## src/rtl/stream_label_finder.sv

```systemverilog
// stream_label_finder: streaming argmax over a multi-beat score vector, lowest index wins ties
module stream_label_finder #(
    parameter int N             = 8,
    parameter int NUM_LABELS    = 10,
    parameter int LANES         = 2,
    parameter int CLOG2_LABELS  = 4,
    parameter int SIGNED_SCORES = 0
) (
    input  logic                    clk,
    input  logic                    rst_n,
    input  logic                    clear,
    input  logic                    in_valid,
    output logic                    in_ready,
    input  logic [LANES*N-1:0]      in_scores,
    output logic                    out_valid,
    input  logic                    out_ready,
    output logic [CLOG2_LABELS-1:0] out_label,
    output logic [N-1:0]            out_max,
    output logic                    out_tie
);
    localparam int BEATS = NUM_LABELS / LANES;
    localparam int BW    = BEATS > 1 ? $clog2(BEATS) : 1;

    typedef enum logic [1:0] {IDLE, ACCUM, DONE} state_t;

    state_t                  state, state_nxt;
    logic [BW-1:0]           beat_cnt;
    logic [N-1:0]            run_max, f_max, s;
    logic [CLOG2_LABELS-1:0] run_label, f_label, lab;
    logic                    run_tie, f_tie, accept, last;

    function automatic logic gt(input logic [N-1:0] a, input logic [N-1:0] b);
        return SIGNED_SCORES != 0 ? ($signed(a) > $signed(b)) : (a > b);
    endfunction

    assign accept = in_valid && in_ready && !clear;
    assign last   = beat_cnt == BW'(BEATS - 1);

    // state register
    always_ff @(posedge clk or negedge rst_n) begin
        if (!rst_n) state <= IDLE;
        else        state <= state_nxt;
    end

    // next-state: clear beats everything, then result handshake, then beat acceptance
    always_comb begin
        state_nxt = state;
        if (clear)                          state_nxt = IDLE;
        else if (state == DONE)             state_nxt = out_ready ? IDLE : DONE;
        else if (accept && last)            state_nxt = DONE;
        else if (accept && state == IDLE)   state_nxt = ACCUM;
    end

    // handshake outputs; in_ready is held low while reset is asserted
    always_comb begin
        in_ready  = rst_n && state != DONE;
        out_valid = state == DONE;
    end

    // fold this beat's lanes into the running max, lowest lane first, strictly-greater replaces
    always_comb begin
        f_max   = run_max;
        f_label = run_label;
        f_tie   = run_tie;
        s       = '0;
        lab     = '0;
        for (int k = 0; k < LANES; k++) begin
            s   = in_scores[N*k +: N];
            lab = CLOG2_LABELS'(int'(beat_cnt) * LANES + k);
            if ((state == IDLE && k == 0) || gt(s, f_max)) begin
                f_max   = s;
                f_label = lab;
                f_tie   = 1'b0;
            end else if (s == f_max) begin
                f_tie = 1'b1;
            end
        end
    end

    // running max and beat count update per accepted beat; outputs load only on the last beat
    always_ff @(posedge clk or negedge rst_n) begin
        if (!rst_n) begin
            beat_cnt  <= '0;
            run_max   <= '0;
            run_label <= '0;
            run_tie   <= 1'b0;
            out_label <= '0;
            out_max   <= '0;
            out_tie   <= 1'b0;
        end else if (clear) begin
            beat_cnt  <= '0;
            out_label <= '0;
            out_max   <= '0;
            out_tie   <= 1'b0;
        end else if (accept) begin
            beat_cnt  <= last ? '0 : beat_cnt + 1'b1;
            run_max   <= f_max;
            run_label <= f_label;
            run_tie   <= f_tie;
            if (last) begin
                out_label <= f_label;
                out_max   <= f_max;
                out_tie   <= f_tie;
            end
        end
    end
endmodule
```

## config.mk

```make
export PLATFORM = sky130hd
export DESIGN_NAME = stream_label_finder
export DESIGN_NICKNAME = d
export VERILOG_FILES = /design/src/rtl/stream_label_finder.sv
export SDC_FILE = /design/constraint.sdc
export NUM_CORES = 1
export LEC_CHECK = 0
export CORE_MARGIN = 2
export CORE_UTILIZATION = 40
export CTS_CLUSTER_SIZE = 14
export DETAILED_ROUTE_END_ITERATION = 6
export GPL_ROUTABILITY_DRIVEN = 0
export PLACE_DENSITY = 0.67
export SYNTH_ARGS = -nofsm -noshare
export SYNTH_HDL_FRONTEND = slang
export SYNTH_SLANG_ARGS = --single-unit
```

## constraint.sdc

```tcl
create_clock -name clk -period 10.8 [get_ports clk]
set_input_delay 2.7 -clock clk [delete_from_list [all_inputs] [get_ports clk]]
set_output_delay 2.7 -clock clk [all_outputs]
set_load 0.01 [all_outputs]
```

==> flow_summary.ini <==
[status]
status = completed

[floorplanning]
die_w_um = 74.5
core_area_um2 = 4750
dieArea_um2 = 5550
initial_utilization = 0.418
rows = 25
ios = 36
die_y_um = 74.5

[synthesis]
syn_area_per_cell_um2 = 9.80
synth_fp_nets = 242
yosysWarnings = 0
synth.most_common_cell = dfrtp_1
ys_types = 44
synth_edf_count = 0
synth_area_um2 = 1990
synth_top_area_share = 0.390
synth_ff_type = dfrtp_1
ys_seq_area_frac = 0.390
synthTopCellsByArea = dfrtp_1, ha_1, o211ai_1
synthArstFlopShare = 1.00
ys_ff_latch = 31
yosysTopAreaCell = dfrtp_1
synthTopCellsByCount = dfrtp_1, ha_1, inv_1, nand2_1, o21ai_1
synthCells = 203

[timing]
hold_violations = 0
grt_setup_unrepaired = no
fin_setup_tns_ns = 0
tightest_slew_ns = 0.713
slew_viol_final = 0
slew_headroom = 0.522
timing.final.crit_share = 0.648
min_period_ns = 7.00
fin_worst_skew_ns = 0.00695
max_freq_mhz = 143
finalSetupViolCount = 0

[critical_path]
worst-setup-path-type = primary input to flop
critPathRequiredTime_ns = 10.98
crit_path_frequent_cell = ha_1
max_stage_delay_ns = 0.63
crit_fanout = 16
arrival_ns = 7.18
reg2reg_slack_ns = 6.30
slowest_stage = o31ai_2
cp-start-kind = primary input
path_cells = clkdlybuf4s50_1, ha_1, a211oi_1, nor2_1, o31ai_2, buf_4, mux2_2, ha_1, nand4_1, or2_1, and2_4, nor2_2, a21oi_2, mux2_1
end_kind = flop

[routing]
routed_via_density = 5.50
wire_per_inst_um = 15.3
drt_wl_total_um = 4660
drt.antenna.violating_nets = 0
route.detailed.drc = 0
drt_iter0_markers = 82
vias = 1678
first_pass_iters = 4

[global_routing]
grt_pass1_wl_um = 7560
grt_max_degree = 35
grt_pass1_vias = 1545
grt-ovfl-total = 0
antenna_found_initial = 0
gr-usage-all-layers = 0.185

[layout]
area_delta_synth_final_pct = 25.2
fin_util = 0.524
fin_nets = 276
antenna-diode-count = 0
final_cell_area_um2 = 2490
fillCellCount = 465
layout-drive-gt1-share = 0.0798

[power_and_ir_drop]
power.density_nw_per_um2 = 141
irDropWorstVdd_v = 0.0000868
leakage_nw = 1.05
finalPower_mw = 0.351

[clock_tree]
cts.clk_slew.worst_paths_ns = 0.07
cts_buffers = 5
cts-root-buf = clkbuf_8
post_cts_buffers = 0
cts_tree = done
cts.sinks = 31
postCtsHoldBufs = 0
max-clock-path-buffers = 2
ctsResizeCount = 0
cts_htree_levels = 2
clkLatencyLatePin_ns = 0.30

[worst_hold_path]
min_path_type = flop to flop

[placed_design]
place_area_um2 = 2370
hpwlAfterDp_um = 3280
io_buffers = 35

[run]
maxCapViolCount = 0
==> worst max-delay path, delay by kind of cell <==
family | cells | cell delay, ns
mux | 2 | 0.76
simple gates | 5 | 1.12
fa+ha+maj | 2 | 0.59
buf+inv | 2 | 0.80
compound gates | 3 | 1.19
==> stage by stage <==
step	hold slack (ns)	cells	setup slack [ns]
after floorplan	0.458	203	5.01
after global placement	0.483	297	3.63
after detailed placement	0.492	297	3.56
after CTS	0.510	305	3.80
after global routing	0.530	305	3.54
final	0.501	305	3.80
==> flip-flops by register name, summed over array words and instances (netlist names) <==
signal     flops
beat_cnt       3
out_label      4
out_max        8
out_tie        1
run_label      4
run_max        8
run_tie        1
state          2
==> kinds of logic after synthesis <==
logic type / synth area share
compound gates: 0.204
xor+xnor: 0.00440
fa+ha+maj: 0.113
buf+inv: 0.0648
flops: 0.390
mux: 0.0616
simple gates: 0.162
==> layout by cell type, fill, tap and decap left out, drive strengths merged, types with 6 or more instances in the layout <==
master         netlist  routed
a21oi               11      11
a32oi                7       7
clkbuf               3       6
clkdlybuf4s50        0      35
dfrtp               31      31
ha                  18      18
inv                 15      15
mux2i                7       7
nand2               12      12
nand3                9       9
nand4b               7       7
nor2                 8       8
o211ai              10      10
o21ai               17      17
==> path summary, 6_finish.rpt <==
check,from,to,cells after the start
worst min-delay path,out_label[2],out_label[2],2
min in group asynchronous,rst_n,run_label[0],2
worst max register to register,run_max[5],run_label[1],14
worst min register to register,out_label[2],out_label[2],2
worst max-delay path,in_scores[5],run_label[1],14
max in group asynchronous,rst_n,out_max[6],2
==> layout make-up <==
class | instances | area [um2] | share of cell area
clock buffers | 6 | 82.6 | 0.0331
clock inverters | 2 | 35.0 | 0.0141
inverters | 15 | 56.3 | 0.0226
multi-input cells | 146 | 1080 | 0.435
flip-flops and latches | 31 | 776 | 0.311
well taps | 67 | 83.8 | 0.0337
repair buffers | 38 | 373 | 0.150
==> power by group <==
part	switching (mW)	total (mW)	internal, mW
Clock	0.0484	0.123	0.0746
Combinational	0.0535	0.0936	0.0402
Sequential	0.00666	0.135	0.128
==> metal layers <==
metal | part of all wire | global-route usage | up-vias | wire [um]
met3 | 0.050 | 0.0637 | 8 | 235
met5 | 0 | 0 | - | 0
met1 | 0.49 | 0.269 | 798 | 2300
met4 | 0.012 | 0.0476 | 0 | 55
li1 | - | - | 828 | -
met2 | 0.44 | 0.264 | 44 | 2070
(Power assumes the default switching activity.)
